`config.mk`:
```
export PLATFORM = sky130hd
export DESIGN_NAME = alu_op_sequencer_flat
export DESIGN_NICKNAME = d
export VERILOG_FILES = /design/src/rtl/alu_op_sequencer_pkg.sv /design/src/rtl/alu_op_sequencer_if.sv /design/src/rtl/alu_iter_divider.sv /design/src/rtl/alu_op_sequencer.sv /design/src/flat_wrapper.sv
export SDC_FILE = /design/constraint.sdc
export NUM_CORES = 1
export LEC_CHECK = 0
export CAP_MARGIN = 40
export CORE_MARGIN = 2
export CORE_UTILIZATION = 30
export DETAILED_ROUTE_END_ITERATION = 7
export DONT_BUFFER_PORTS = 1
export PLACE_DENSITY = 0.41
export SETUP_SLACK_MARGIN = 0.02
export SLEW_MARGIN = 10
export SYNTH_ARGS = -nofsm -noshare
export SYNTH_HDL_FRONTEND = slang
export SYNTH_HIERARCHICAL = 1
export SYNTH_SLANG_ARGS = --single-unit
```
`constraint.sdc`:
```
create_clock -name clk -period 6.3 [get_ports clk]
set_clock_uncertainty 0.15 [all_clocks]
set_input_delay 1.26 -clock clk [delete_from_list [all_inputs] [get_ports clk]]
set_output_delay 1.26 -clock clk [all_outputs]
set_load 0.005 [all_outputs]
```
`src/rtl/alu_op_sequencer_pkg.sv`:
```
// Shared opcode and state encodings for the ALU operation sequencer and its
// iterative divider.
package alu_op_sequencer_pkg;

  typedef enum logic [2:0] {
    OP_ADD     = 3'd0,
    OP_SUB     = 3'd1,
    OP_MUL     = 3'd2,
    OP_DIV     = 3'd3,
    OP_EQ      = 3'd4,
    OP_GT      = 3'd5,
    OP_LT      = 3'd6,
    OP_ILLEGAL = 3'd7
  } op_e;

  typedef enum logic [1:0] {
    ST_IDLE = 2'd0,
    ST_EXEC = 2'd1,
    ST_DIV  = 2'd2,
    ST_DONE = 2'd3
  } state_e;

  localparam int DIV_ITER = 8;
  localparam int ITER_W   = 4;

endpackage

```
`src/rtl/alu_op_sequencer_if.sv`:
```
// Request/result handshake bundle between the instruction logic (master) and
// the ALU operation sequencer (slave).
interface alu_op_sequencer_if #(
  parameter int DATA_W = 8
);
  logic                  req_valid;
  logic                  req_ready;
  logic [2:0]            req_op;
  logic [DATA_W-1:0]     req_a;
  logic [DATA_W-1:0]     req_b;
  logic                  res_valid;
  logic                  res_ready;
  logic [2*DATA_W-1:0]   res_data;
  logic                  res_zero;
  logic                  res_err;

  modport master (
    output req_valid, req_op, req_a, req_b, res_ready,
    input  req_ready, res_valid, res_data, res_zero, res_err
  );

  modport slave (
    input  req_valid, req_op, req_a, req_b, res_ready,
    output req_ready, res_valid, res_data, res_zero, res_err
  );
endinterface

```
`src/rtl/alu_iter_divider.sv`:
```
// Restoring unsigned divider: one quotient bit per cycle, MSB first; done
// pulses for one cycle once quotient/remainder are final.
module alu_iter_divider
  import alu_op_sequencer_pkg::*;
#(
  parameter int DATA_W = 8
) (
  input  logic              clk,
  input  logic              rst,
  input  logic              start,
  input  logic [DATA_W-1:0] dividend,
  input  logic [DATA_W-1:0] divisor,
  output logic              done,
  output logic [DATA_W-1:0] quotient,
  output logic [DATA_W-1:0] remainder
);

  logic [ITER_W-1:0] cnt_q;
  logic [DATA_W-1:0] quo_q;
  logic [DATA_W-1:0] rem_q;
  logic [DATA_W-1:0] dvs_q;
  logic [DATA_W:0]   shifted;
  logic              take;
  logic [DATA_W-1:0] rem_next;

  // Partial remainder is shifted one bit wider so it can exceed the divisor.
  always_comb begin
    shifted  = {rem_q, quo_q[DATA_W-1]};
    take     = (shifted >= {1'b0, dvs_q});
    rem_next = take ? DATA_W'(shifted - {1'b0, dvs_q}) : shifted[DATA_W-1:0];
  end

  always_ff @(posedge clk) begin
    if (rst) begin
      cnt_q <= '0;
      quo_q <= '0;
      rem_q <= '0;
      dvs_q <= '0;
      done  <= 1'b0;
    end else begin
      done <= 1'b0;
      if (start) begin
        cnt_q <= ITER_W'(DIV_ITER);
        quo_q <= dividend;
        rem_q <= '0;
        dvs_q <= divisor;
      end else if (cnt_q != '0) begin
        cnt_q <= cnt_q - ITER_W'(1);
        quo_q <= {quo_q[DATA_W-2:0], take};
        rem_q <= rem_next;
        done  <= (cnt_q == ITER_W'(1));
      end
    end
  end

  assign quotient  = quo_q;
  assign remainder = rem_q;

endmodule

```
`src/rtl/alu_op_sequencer.sv`:
```
// One-at-a-time sequencer for the 8-bit arithmetic cells: latches a request,
// computes it (single cycle or iterative divide) and holds the result.
module alu_op_sequencer
  import alu_op_sequencer_pkg::*;
#(
  parameter int DATA_W = 8,
  parameter int CNT_W  = 8
) (
  input  logic               clk,
  input  logic               rst,
  alu_op_sequencer_if.slave  bus,
  output logic               busy,
  output logic [CNT_W-1:0]   op_count
);

  localparam int RES_W = 2 * DATA_W;

  state_e              state_q, state_d;
  op_e                 op_p0;
  logic [DATA_W-1:0]   a_p0, b_p0;
  logic [RES_W-1:0]    res_data_p1;
  logic                res_zero_p1, res_err_p1;
  logic                accept, div_go, div_done;
  logic [DATA_W-1:0]   div_quo, div_rem;
  logic [RES_W:0]      exec_word;
  logic                load_res;
  logic [RES_W-1:0]    res_next;
  logic                err_next;

  // Result of every single-cycle op, packed as {err, data}.
  function automatic logic [RES_W:0] exec_result(input op_e op,
                                                 input logic [DATA_W-1:0] a,
                                                 input logic [DATA_W-1:0] b);
    logic [RES_W-1:0] wa, wb;
    wa = {{DATA_W{1'b0}}, a};
    wb = {{DATA_W{1'b0}}, b};
    case (op)
      OP_ADD:  exec_result = {1'b0, {DATA_W{1'b0}}, DATA_W'(a + b)};
      OP_SUB:  exec_result = {1'b0, {DATA_W{1'b0}}, DATA_W'(a - b)};
      OP_MUL:  exec_result = {1'b0, RES_W'(wa * wb)};
      OP_EQ:   exec_result = {1'b0, RES_W'(a == b)};
      OP_GT:   exec_result = {1'b0, RES_W'(a > b)};
      OP_LT:   exec_result = {1'b0, RES_W'(a < b)};
      default: exec_result = {1'b1, {RES_W{1'b0}}};
    endcase
  endfunction

  assign accept = (state_q == ST_IDLE) && bus.req_valid;
  assign div_go = accept && (op_e'(bus.req_op) == OP_DIV) && (bus.req_b != '0);

  alu_iter_divider #(.DATA_W(DATA_W)) u_div (
    .clk       (clk),
    .rst       (rst),
    .start     (div_go),
    .dividend  (bus.req_a),
    .divisor   (bus.req_b),
    .done      (div_done),
    .quotient  (div_quo),
    .remainder (div_rem)
  );

  always_comb begin
    state_d = state_q;
    case (state_q)
      ST_IDLE: if (bus.req_valid) state_d = div_go ? ST_DIV : ST_EXEC;
      ST_EXEC: state_d = ST_DONE;
      ST_DIV:  if (div_done) state_d = ST_DONE;
      ST_DONE: if (bus.res_ready) state_d = ST_IDLE;
      default: state_d = ST_IDLE;
    endcase
  end

  always_comb begin
    exec_word = exec_result(op_p0, a_p0, b_p0);
    load_res  = 1'b0;
    res_next  = exec_word[RES_W-1:0];
    err_next  = exec_word[RES_W];
    if (state_q == ST_EXEC) begin
      load_res = 1'b1;
    end else if (state_q == ST_DIV && div_done) begin
      load_res = 1'b1;
      res_next = {div_rem, div_quo};
      err_next = 1'b0;
    end
  end

  // p0: operands captured at the accept edge, untouched until the next accept.
  always_ff @(posedge clk) begin
    if (accept) begin
      op_p0 <= op_e'(bus.req_op);
      a_p0  <= bus.req_a;
      b_p0  <= bus.req_b;
    end
  end

  // p1: registered result, held for the consumer while in DONE.
  always_ff @(posedge clk) begin
    if (rst) begin
      state_q     <= ST_IDLE;
      op_count    <= '0;
      res_data_p1 <= '0;
      res_zero_p1 <= 1'b0;
      res_err_p1  <= 1'b0;
    end else begin
      state_q <= state_d;
      if (state_q == ST_DONE && bus.res_ready) op_count <= op_count + CNT_W'(1);
      if (load_res) begin
        res_data_p1 <= res_next;
        res_zero_p1 <= (res_next == '0);
        res_err_p1  <= err_next;
      end
    end
  end

  assign bus.req_ready = (state_q == ST_IDLE);
  assign bus.res_valid = (state_q == ST_DONE);
  assign bus.res_data  = res_data_p1;
  assign bus.res_zero  = res_zero_p1;
  assign bus.res_err   = res_err_p1;
  assign busy          = (state_q != ST_IDLE);

endmodule

```
`src/flat_wrapper.sv`:
```
// flat-port wrapper written by rule: the top's interface ports become plain ports
module alu_op_sequencer_flat import alu_op_sequencer_pkg::*;
#(
  parameter int DATA_W = 8,
  parameter int CNT_W  = 8
)
  (clk, rst, busy, op_count, bus_req_valid, bus_req_op, bus_req_a, bus_req_b, bus_res_ready, bus_req_ready, bus_res_valid, bus_res_data, bus_res_zero, bus_res_err);
  alu_op_sequencer_if #(.DATA_W(DATA_W)) bus_i ();
  input  logic clk;
  input  logic rst;
  output logic busy;
  output logic [CNT_W-1:0] op_count;
  input wire logic [$bits(bus_i.req_valid)-1:0] bus_req_valid;
  input wire logic [$bits(bus_i.req_op)-1:0] bus_req_op;
  input wire logic [$bits(bus_i.req_a)-1:0] bus_req_a;
  input wire logic [$bits(bus_i.req_b)-1:0] bus_req_b;
  input wire logic [$bits(bus_i.res_ready)-1:0] bus_res_ready;
  output wire logic [$bits(bus_i.req_ready)-1:0] bus_req_ready;
  output wire logic [$bits(bus_i.res_valid)-1:0] bus_res_valid;
  output wire logic [$bits(bus_i.res_data)-1:0] bus_res_data;
  output wire logic [$bits(bus_i.res_zero)-1:0] bus_res_zero;
  output wire logic [$bits(bus_i.res_err)-1:0] bus_res_err;
  assign bus_i.req_valid = bus_req_valid;
  assign bus_i.req_op = bus_req_op;
  assign bus_i.req_a = bus_req_a;
  assign bus_i.req_b = bus_req_b;
  assign bus_i.res_ready = bus_res_ready;
  assign bus_req_ready = bus_i.req_ready;
  assign bus_res_valid = bus_i.res_valid;
  assign bus_res_data = bus_i.res_data;
  assign bus_res_zero = bus_i.res_zero;
  assign bus_res_err = bus_i.res_err;
  alu_op_sequencer #(.DATA_W(DATA_W), .CNT_W(CNT_W)) u_core (.clk(clk), .rst(rst), .bus(bus_i), .busy(busy), .op_count(op_count));
endmodule
```
==> results of run 1 <==
[worst paths after layout]
path | depth (start not counted) | end
setup / recovery | 16 | u_core/bus.res_zero
hold / removal | 2 | u_core/bus.res_data[0]
setup reg to reg | 16 | u_core/bus.res_zero
hold reg to reg | 2 | u_core/bus.res_data[0]
[worst min-delay path, delay by kind of cell (launching register included)]
kind / cells / cell delay (ps)
AOI/OAI and AO/OA: 1 / 50
and+or+nand+nor: 1 / 60
DFF: 1 / 330
[state kept, by name (all words and copies together), names as in the netlist]
name                    flops
u_core/state_q              2
u_core/bus.res_err          1
u_core/op_p0                3
u_core/a_p0                 8
u_core/bus.res_zero         1
u_core/bus.res_data        16
u_core/u_div/remainder      8
u_core/u_div/cnt_q          4
u_core/u_div/dvs_q          8
u_core/u_div/quotient       8
u_core/u_div/done           1
u_core/b_p0                 8
u_core/op_count             8
[through the flow]
step / area (um2) / setup slack [ps] / total power, mW
2_1_floorplan: 6754 / 1458 / 3.208
3_5_place_dp: 6988 / 1052 / 4.003
6_report: 7313 / 1039 / 4.582
3_3_place_gp: 6977 / 1141 / 3.982
5_1_grt: 7313 / 703.9 / 5.091
4_1_cts: 7313 / 1021 / 4.622
[cell usage in the layout, fill, tap and decap left out, types with 3 or more instances in the layout]
cell,count
a211oi_1,16
a211oi_2,3
a21o_1,13
a21oi_1,45
a221oi_1,4
a22oi_1,3
a31oi_1,6
a32oi_1,3
and2_1,41
buf_4,3
clkbuf_16,10
dfxtp_1,57
edfxtp_1,19
fa_1,39
ha_1,67
inv_1,88
inv_6,3
mux2i_1,15
nand2_1,65
nand2b_1,8
nand3_1,18
nand3b_1,3
nand4_1,5
nor2_1,75
nor2b_1,3
nor3_1,19
nor3b_1,5
nor4_1,6
o211ai_1,6
o21a_1,3
o21ai_0,18
o21ai_1,9
o221ai_1,3
o31ai_1,5
or3_1,4
or4_1,5
xnor2_1,10
xor2_1,12
[cell type report]
cell class | count | area [um2] | share of cell area (%)
Tap cell | 280 | 350.3 | 4.790
Timing Repair Buffer | 4 | 33.78 | 0.4619
Sequential cell | 76 | 1712 | 23.40
Multi-Input combinational cell | 585 | 4537 | 62.04
Clock inverter | 6 | 75.07 | 1.027
Clock buffer | 10 | 250.2 | 3.422
Inverter | 91 | 355.3 | 4.859
[kinds of logic (layout without fill, tap and decap cells)]
group / Yosys count / after routing / synth area share [%]
and+or+nand+nor: 268 / 268 / 19.73
AOI/OAI and AO/OA: 173 / 173 / 18.01
buffers and inverters: 117 / 111 / 7.706
adders and majority gates: 106 / 106 / 23.97
DFF: 76 / 76 / 25.34
xor gates and xnor gates: 22 / 22 / 2.853
muxes: 16 / 16 / 2.390
[per-layer routing]
metal  routed length, um  part of all wire [%]  track usage, %
met5                   0                     0               0
met4                 405                   2.0           5.385
met3                 854                   4.3           3.044
met2                9709                    49           29.53
met1                8909                    45           22.17
[power by group through the flow]
stage	clock network (mW)	registers, mW	logic, mW
3_3_place_gp	0	0.822	3.16
6_report	0.572	0.808	3.20
3_5_place_dp	0	0.823	3.18
5_1_grt	0.605	0.831	3.65
2_1_floorplan	0	0.728	2.48
4_1_cts	0.589	0.812	3.22
==> flow_metrics.env, run 1 <==
export IMPL_power_density_nw_per_um2=626.6
export IMPL_area_delta_synth_final_pct=8.281
export IMPL_antenna_found_initial=0
export IMPL_layout_drive_gt1_share_pct=5.699
export IMPL_hp_start="u_core/bus.res_data[0]"
export IMPL_rsz0062_at_grt="false"
export IMPL_rows=54
export IMPL_die_h_um=154.0
export IMPL_fp_dieW_um=154.0
export IMPL_synth_edff_count=19
export IMPL_async_flop_share_pct=0
export IMPL_dp_cells=1036
export IMPL_p_sw_share_pct=51.39
export IMPL_ioPinCount=52
export IMPL_seqPwrFrac_pct=17.6
export IMPL_root_buffer="clkbuf_16"
export IMPL_synth_top_area_share_pct=16.90
export IMPL_drc=0
export IMPL_internal_power_mw=2.227
export IMPL_finalHoldViolations=0
export IMPL_synth_area_leader_cell="dfxtp_1"
export IMPL_synth_most_common_cell="inv_1"
export IMPL_path_class="flip-flop to flip-flop"
export IMPL_cp_cell_sequence="and2_1, fa_1, fa_1, inv_1, fa_1, fa_1, inv_1, ha_1, o21ai_1, o21ai_1, a21o_1, a221oi_1, o2111ai_1, a2111oi_2, nand2_1, o21ai_1"
export IMPL_syn_avg_cell_area_um2=8.681
export IMPL_clkPwrFrac_pct=12.5
export IMPL_critPathBufInv=2
export IMPL_synth_nets=907
export IMPL_coreArea_um2=21960
export IMPL_grt_pass1_wl_um=31570
export IMPL_cts_max_level=3
export IMPL_syn_area_um2=6754
export IMPL_vias=5536
export IMPL_fin_util_pct=33.30
export IMPL_grt_ovfl_total=0
export IMPL_status="complete, no violations"
export IMPL_drt_wirelength_per_cell_um=18.90
export IMPL_dieArea_um2=23730
export IMPL_yosysUniqueCellTypes=81
export IMPL_fin_setup_tns_ps=0
export IMPL_start_kind="flip-flop"
export IMPL_place_gp_congestion=0.8285
export IMPL_end_kind="flip-flop"
export IMPL_relSlewSlack_pct=38.52
export IMPL_antenna_diode_count=0
export IMPL_p_sw_mw=2.355
export IMPL_fin_crit_sh_pct=83.51
export IMPL_ctsResizeCount=0
export IMPL_start_util_pct=30.76
export IMPL_via_per_inst=5.262
export IMPL_cp_data_arrival_time_ps=5390
export IMPL_drv_slew=0
export IMPL_final_cells=1052
export IMPL_r2r_setup_slack_ps=1040
export IMPL_insertion_delay_ps=350
export IMPL_first_pass_iters=5
export IMPL_setup_viol=0
export IMPL_timing_fmax_mhz=190.1
export IMPL_cts_buffer_depth=2
export IMPL_synth_seq_cells=76
export IMPL_cts_num_sinks=76
export IMPL_yosysWarnings=6
export IMPL_grt_pass1_vias=5519
export IMPL_syn_inst=778
export IMPL_slowest_delay_ps=580
export IMPL_vdd_drop_max_mv=0.3478
export IMPL_drtIter0Drc=293
export IMPL_required_ps=6430
export IMPL_p_leak_nw=3.036
export IMPL_clk_pin_slew_ps=70
export IMPL_cts_tree="built"
export IMPL_antenna_left=0
export IMPL_fillers=2275
export IMPL_synth_flop_cell="dfxtp_1"
export IMPL_reg2reg_from="u_core/a_p0[1]"
export IMPL_hpwl_um=16070
export IMPL_grt_usage_pct=17.27
export IMPL_drt_wl_total_um=19880
export IMPL_worst_slew_pin_transition_ps=922.2
export IMPL_holdWs_ps=335.2
export IMPL_comb_power_share_pct=69.9
export IMPL_yosysSeqAreaShare_pct=25.34
export IMPL_layout_nets=896
export IMPL_cpMostUsedCell="fa_1"
export IMPL_slowest_stage="edfxtp_1"
export IMPL_cts_hold_fix_buffers=0
export IMPL_port_buffers=0
export IMPL_grt_max_degree=47
export IMPL_cp_startpoint="u_core/a_p0[1]"
export IMPL_post_cts_buffers=0
export IMPL_hp_class="flip-flop to flip-flop"
export IMPL_synth_common_cells="88 x inv_1, 76 x nor2_1, 67 x ha_1"
export IMPL_path_delay_family="adder cells"
export IMPL_period_minus_slack_ps=5261
export IMPL_max_cap_violations=0
export IMPL_cts_made_buffers=9
export IMPL_synth_area_leaders="dfxtp_1 17%, ha_1 12%, fa_1 12%"
export IMPL_cp_max_fo=11
Power figures use the tool's default switching activity.
==> run 2, diff against run 1 <==
--- a/config.mk
+++ b/config.mk
@@ -10,7 +10,7 @@
 export CORE_UTILIZATION = 30
 export DETAILED_ROUTE_END_ITERATION = 7
 export DONT_BUFFER_PORTS = 1
-export PLACE_DENSITY = 0.41
+export PLACE_DENSITY = 0.42
 export SETUP_SLACK_MARGIN = 0.02
 export SLEW_MARGIN = 10
 export SYNTH_ARGS = -nofsm -noshare
==> constraint.sdc (replaced) <==
create_clock -name clk -period 4.4 [get_ports clk]
set_clock_uncertainty 0.15 [all_clocks]
set_input_delay 0.88 -clock clk [delete_from_list [all_inputs] [get_ports clk]]
set_output_delay 0.88 -clock clk [all_outputs]
set_load 0.005 [all_outputs]
==> run 2 against run 1 <==
The run now ends with negative setup slack left. Flip-flop and latch count stayed put. Clock-buffer cell count unchanged. Hold slack improved by 9.5 ps. Core utilization grew 3.6 points. Global-route usage rose by 0.66 points. Non-clock buffer count grew 69. Wire length is 3.9% higher. Register-to-register slack got worse by 1300 ps. Via count grew 4.0%. Fmax up 12%.
==> flow_metrics.env, run 2 (synthesis gave the netlist of run 1 again) <==
export IMPL_hp_start="u_core/bus.res_data[0]"
export IMPL_relSlewSlack_pct=37.45
export IMPL_worst_r2r_endpoint="u_core/bus.res_zero"
export IMPL_period_minus_slack_ps=4695
export IMPL_cts_tree="built"
export IMPL_coreArea_um2=21960
export IMPL_fin_util_pct=36.95
export IMPL_dieArea_um2=23730
export IMPL_cp_data_arrival_time_ps=4830
export IMPL_cts_max_level=3
export IMPL_end_kind="flip-flop"
export IMPL_cp_max_fo=8
export IMPL_antenna_diode_count=0
export IMPL_hpwl_um=16740
export IMPL_grt_max_degree=47
export IMPL_cts_made_buffers=9
export IMPL_path_class="flip-flop to flip-flop"
export IMPL_finalWorstSetupSlack_ps=-295.1
export IMPL_antenna_found_initial=0
export IMPL_via_per_inst=5.139
export IMPL_fp_dieW_um=154.0
export IMPL_drc=0
export IMPL_drt_wirelength_per_cell_um=18.44
export IMPL_holdWs_ps=344.7
export IMPL_r2r_cells=16
export IMPL_grt_ovfl_total=0
export IMPL_start_kind="flip-flop"
export IMPL_status="finished with violations"
export IMPL_grt_pass1_wl_um=33040
export IMPL_hold_depth=2
export IMPL_drv_slew=0
export IMPL_clk_pin_slew_ps=60
export IMPL_worst_slew_pin_transition_ps=938.3
export IMPL_cts_buffer_depth=2
export IMPL_cp_cell_sequence="and2_4, fa_1, fa_1, fa_1, inv_1, fa_1, inv_2, ha_4, nor3_2, nor4_2, a21o_1, a31oi_1, xnor2_1, nor2_1, or3b_1, o21ai_1"
export IMPL_cts_num_sinks=76
export IMPL_largest_register_ffs=16
export IMPL_timing_fmax_mhz=213.0
export IMPL_finalHoldViolations=0
export IMPL_first_pass_iters=4
export IMPL_grt_pass1_vias=6101
export IMPL_vias=5756
export IMPL_cts_hold_fix_buffers=0
export IMPL_area_delta_synth_final_pct=20.12
export IMPL_place_gp_congestion=0.8571
export IMPL_pre_cts_ws_ps=-456.9
export IMPL_fillers=2204
export IMPL_layout_drive_gt1_share_pct=19.64
export IMPL_cpMostUsedCell="fa_1"
export IMPL_start_util_pct=30.76
export IMPL_die_h_um=154.0
export IMPL_reg2reg_from="u_core/b_p0[2]"
export IMPL_min_to="u_core/bus.res_data[0]"
export IMPL_violations="negative setup slack"
export IMPL_r2r_setup_slack_ps=-300
export IMPL_max_cap_violations=0
export IMPL_cp_startpoint="u_core/b_p0[2]"
export IMPL_layout_common_cells="83 x inv_1, 75 x nor2_1, 70 x buf_4"
export IMPL_grt_usage_pct=17.93
export IMPL_drtIter0Drc=303
export IMPL_antenna_left=0
export IMPL_required_ps=4530
export IMPL_port_buffers=0
export IMPL_root_buffer="clkbuf_16"
export IMPL_final_area_um2=8113
export IMPL_rows=54
export IMPL_setup_viol=9
export IMPL_ioPinCount=52
export IMPL_drt_wl_total_um=20650
export IMPL_layout_nets=965
export IMPL_rsz0062_at_grt="true"
export IMPL_insertion_delay_ps=350
export IMPL_slowest_stage="edfxtp_1"
export IMPL_placed_area_um2=7507
export IMPL_layout_commonest_cell="inv_1"
export IMPL_fin_crit_sh_pct=106.7
export IMPL_hp_class="flip-flop to flip-flop"
export IMPL_slowest_delay_ps=550
run 2: cell types whose count changed in the layout (fill, tap and decap cells not counted), sizes merged:
cell      previous run  this run
inv                 94        92
clkinv               0         1
bufinv               2         3
clkinvlp             1         0
buf                  4        73
run 2: metal layers:
layer | global-route usage (%) | part of all wire [%]
met4 | 4.717 | 1.9
met5 | 0 | 0
met1 | 23.33 | 47
met3 | 4.002 | 4.1
met2 | 30.09 | 47
run 2: layout make-up:
cell class | count | area [um2] | share of cell area [%]
well taps | 280 | 350.3 | 4.318
multi-input cells | 585 | 4820 | 59.41
clock buffers | 10 | 239.0 | 2.946
flip-flops and latches | 76 | 1712 | 21.10
repair buffers | 73 | 553.0 | 6.817
clock inverters | 5 | 83.83 | 1.033
inverters | 91 | 355.3 | 4.380
run 2: through the flow:
step	std cells	TNS (ps)
finish	1120	-1869
global route	1120	-3456
CTS	1118	-1844
detailed placement	1094	-2545
global placement	1092	-2508
floorplan	778	-142.2
run 2: worst max-delay path by stage:
| stage | endpoint | slack (ps) | cells after the start |
|---|---|---|---|
| floorplan | u_core/bus.res_zero | -140 | 16 |
| detailed placement | u_core/bus.res_zero | -460 | 16 |
| CTS | u_core/bus.res_zero | -320 | 16 |
| global placement | u_core/bus.res_zero | -430 | 16 |
| global route | u_core/bus.res_zero | -490 | 16 |
| finish | u_core/bus.res_zero | -300 | 16 |
run 2: timing repair:
| action | CTS | global route |
|---|---|---|
| hold endpoints to repair | 0 | 0 |
| gates cloned | 0 | 0 |
| pin swaps | 12 | 12 |
| buffers inserted | 9 | 2 |
| endpoints found under the setup margin | 11 | 12 |
| gates resized for setup | 21 | 22 |
run 2: worst max-delay path, delay by kind of cell (launching register included):
family	cells	cell delay [ps]
fa+ha+maj	5	2170
buf+inv	2	90
simple gates	5	1050
flops	1	550
xor+xnor	1	140
compound gates	3	480
Power of run 2 is not shown: default switching activity piles up to over one toggle a cycle in this logic, so the estimate is an artifact.
==> run 3, diff against run 2 <==
--- a/config.mk
+++ b/config.mk
@@ -10,7 +10,6 @@
 export CORE_UTILIZATION = 30
 export DETAILED_ROUTE_END_ITERATION = 7
 export DONT_BUFFER_PORTS = 1
-export PLACE_DENSITY = 0.42
 export SETUP_SLACK_MARGIN = 0.02
 export SLEW_MARGIN = 10
 export SYNTH_ARGS = -nofsm -noshare
==> run 3 against run 2 <==
The flow still finishes with violations (negative setup slack). Non-clock buffer count shrank 5. Sequential share of layout area shrank 0.062 points. Clock-buffer cell count is the same. Final area grew 0.29%. Highest routed layer is now met5. Worst setup slack lost 120 ps. Core utilization grew 0.11 points. Hold slack lost 17 ps. Via count grew 1.4%. Critical endpoint unchanged. Final cell count shrank 0.18%.
==> flow_metrics.env, run 3 (synthesis gave the netlist of run 1 again) <==
export IMPL_final_cells=1118
export IMPL_dp_cells=1089
export IMPL_cts_buffer_depth=2
export IMPL_grt_max_degree=47
export IMPL_cts_num_sinks=76
export IMPL_die_h_um=154.0
export IMPL_final_area_um2=8137
export IMPL_violations="negative setup slack"
export IMPL_cp_data_arrival_time_ps=4940
export IMPL_layout_drive_gt1_share_pct=21.29
export IMPL_max_cap_violations=0
export IMPL_finalHoldViolations=0
export IMPL_cts_max_level=3
export IMPL_antenna_left=0
export IMPL_holdWs_ps=328.2
export IMPL_slowest_delay_ps=560
export IMPL_area_delta_synth_final_pct=20.47
export IMPL_dieArea_um2=23730
export IMPL_end_kind="flip-flop"
export IMPL_finalWorstSetupSlack_ps=-417.9
export IMPL_port_buffers=0
export IMPL_timing_fmax_mhz=207.6
export IMPL_rsz0062_at_grt="true"
export IMPL_cts_made_buffers=9
export IMPL_path_class="flip-flop to flip-flop"
export IMPL_grt_pass1_wl_um=30820
export IMPL_grt_pass1_vias=5816
export IMPL_antenna_found_initial=2
export IMPL_drc=0
export IMPL_setup_viol=10
export IMPL_layout_common_cells="78 x inv_1, 75 x nor2_1, 68 x buf_4"
export IMPL_ioPinCount=52
export IMPL_grt_ovfl_total=0
export IMPL_hp_class="flip-flop to flip-flop"
export IMPL_start_util_pct=30.76
export IMPL_coreArea_um2=21960
export IMPL_fin_crit_sh_pct=109.5
export IMPL_layout_nets=960
export IMPL_period_minus_slack_ps=4818
export IMPL_cpMostUsedCell="fa_1"
export IMPL_fp_dieW_um=154.0
export IMPL_cp_max_fo=8
export IMPL_clk_pin_slew_ps=60
export IMPL_cp_cell_sequence="and2_4, fa_2, fa_1, inv_1, fa_1, fa_1, inv_2, ha_4, a211oi_4, o21ai_2, a21o_1, a31oi_1, xnor2_1, nor2_1, or3b_1, o21ai_1"
export IMPL_cts_tree="built"
export IMPL_placed_area_um2=7468
export IMPL_vias=5835
export IMPL_insertion_delay_ps=340
export IMPL_drv_slew=0
export IMPL_largest_register_ffs=16
export IMPL_hpwl_um=15180
export IMPL_required_ps=4520
export IMPL_root_buffer="clkbuf_16"
export IMPL_drt_wirelength_per_cell_um=17.27
export IMPL_first_pass_iters=5
export IMPL_drt_wl_total_um=19310
export IMPL_via_per_inst=5.219
export IMPL_place_gp_congestion=0.8730
export IMPL_grt_usage_pct=16.47
export IMPL_relSlewSlack_pct=41.12
export IMPL_slowest_stage="fa_1"
export IMPL_layout_commonest_cell="inv_1"
export IMPL_rows=54
export IMPL_worst_slew_pin_transition_ps=883.3
export IMPL_status="finished with violations"
export IMPL_start_kind="flip-flop"
export IMPL_drtIter0Drc=357
[run 3: changes by cell type in the layout (fill, tap and decap cells not counted), moves of 3 or more]
cell	delta
a211oi_1	-3
a211oi_2	+3
inv_1	-5
inv_2	+5
clkinv_2	+3
[run 3: path summary, 6_finish.rpt]
| path | start | endpoint | slack [ps] | cells past startpoint |
|---|---|---|---|---|
| worst max-delay path | u_core/b_p0[4] | u_core/bus.res_zero | -420 | 16 |
| worst min-delay path | u_core/bus.res_data[5] | u_core/bus.res_data[5] | 330 | 2 |
| worst max register to register | u_core/b_p0[4] | u_core/bus.res_zero | -420 | 16 |
| worst min register to register | u_core/bus.res_data[5] | u_core/bus.res_data[5] | 330 | 2 |
[run 3: per-stage QoR]
stage | utilization (%) | setup slack, ps | setup TNS (ps)
2_1_floorplan | - | -142.2 | -142.2
3_3_place_gp | 33.98 | -403.2 | -1880
3_5_place_dp | 34.01 | -476.4 | -2487
4_1_cts | 35.70 | -361.1 | -1771
5_1_grt | 37.05 | -560.9 | -3390
6_report | 37.05 | -417.9 | -1831
[run 3: critical path: cells and delay by family (launching register included)]
family          cells  cell delay, ps
simple gates        3             680
xor+xnor            1             190
buf+inv             2             110
flops               1             520
compound gates      5             960
fa+ha+maj           5            2160
[run 3: layer usage]
metal / share of wire [%] / GRT usage, %
met4: 1.9 / 5.029
met1: 43 / 20.89
met2: 48 / 27.55
met5: 0.078 / 0
met3: 6.3 / 4.200
[run 3: layout make-up]
class	count	area (um2)
fill	2232	13820
multi-input combinational	585	4935
sequential	76	1712
timing repair buffer	68	510.5
inverter	91	355.3
tap	280	350.3
clock buffer	10	229.0
clock inverter	6	40.04
antenna	2	5.005
[run 3: repair_timing]
action	in CTS	in global routing
pin swaps	10	27
endpoints found under the hold margin	0	0
hold buffers	0	0
setup endpoints to repair	11	12
resized for setup	20	47
setup buffers	2	10
Power of run 3 is left out for the same reason.
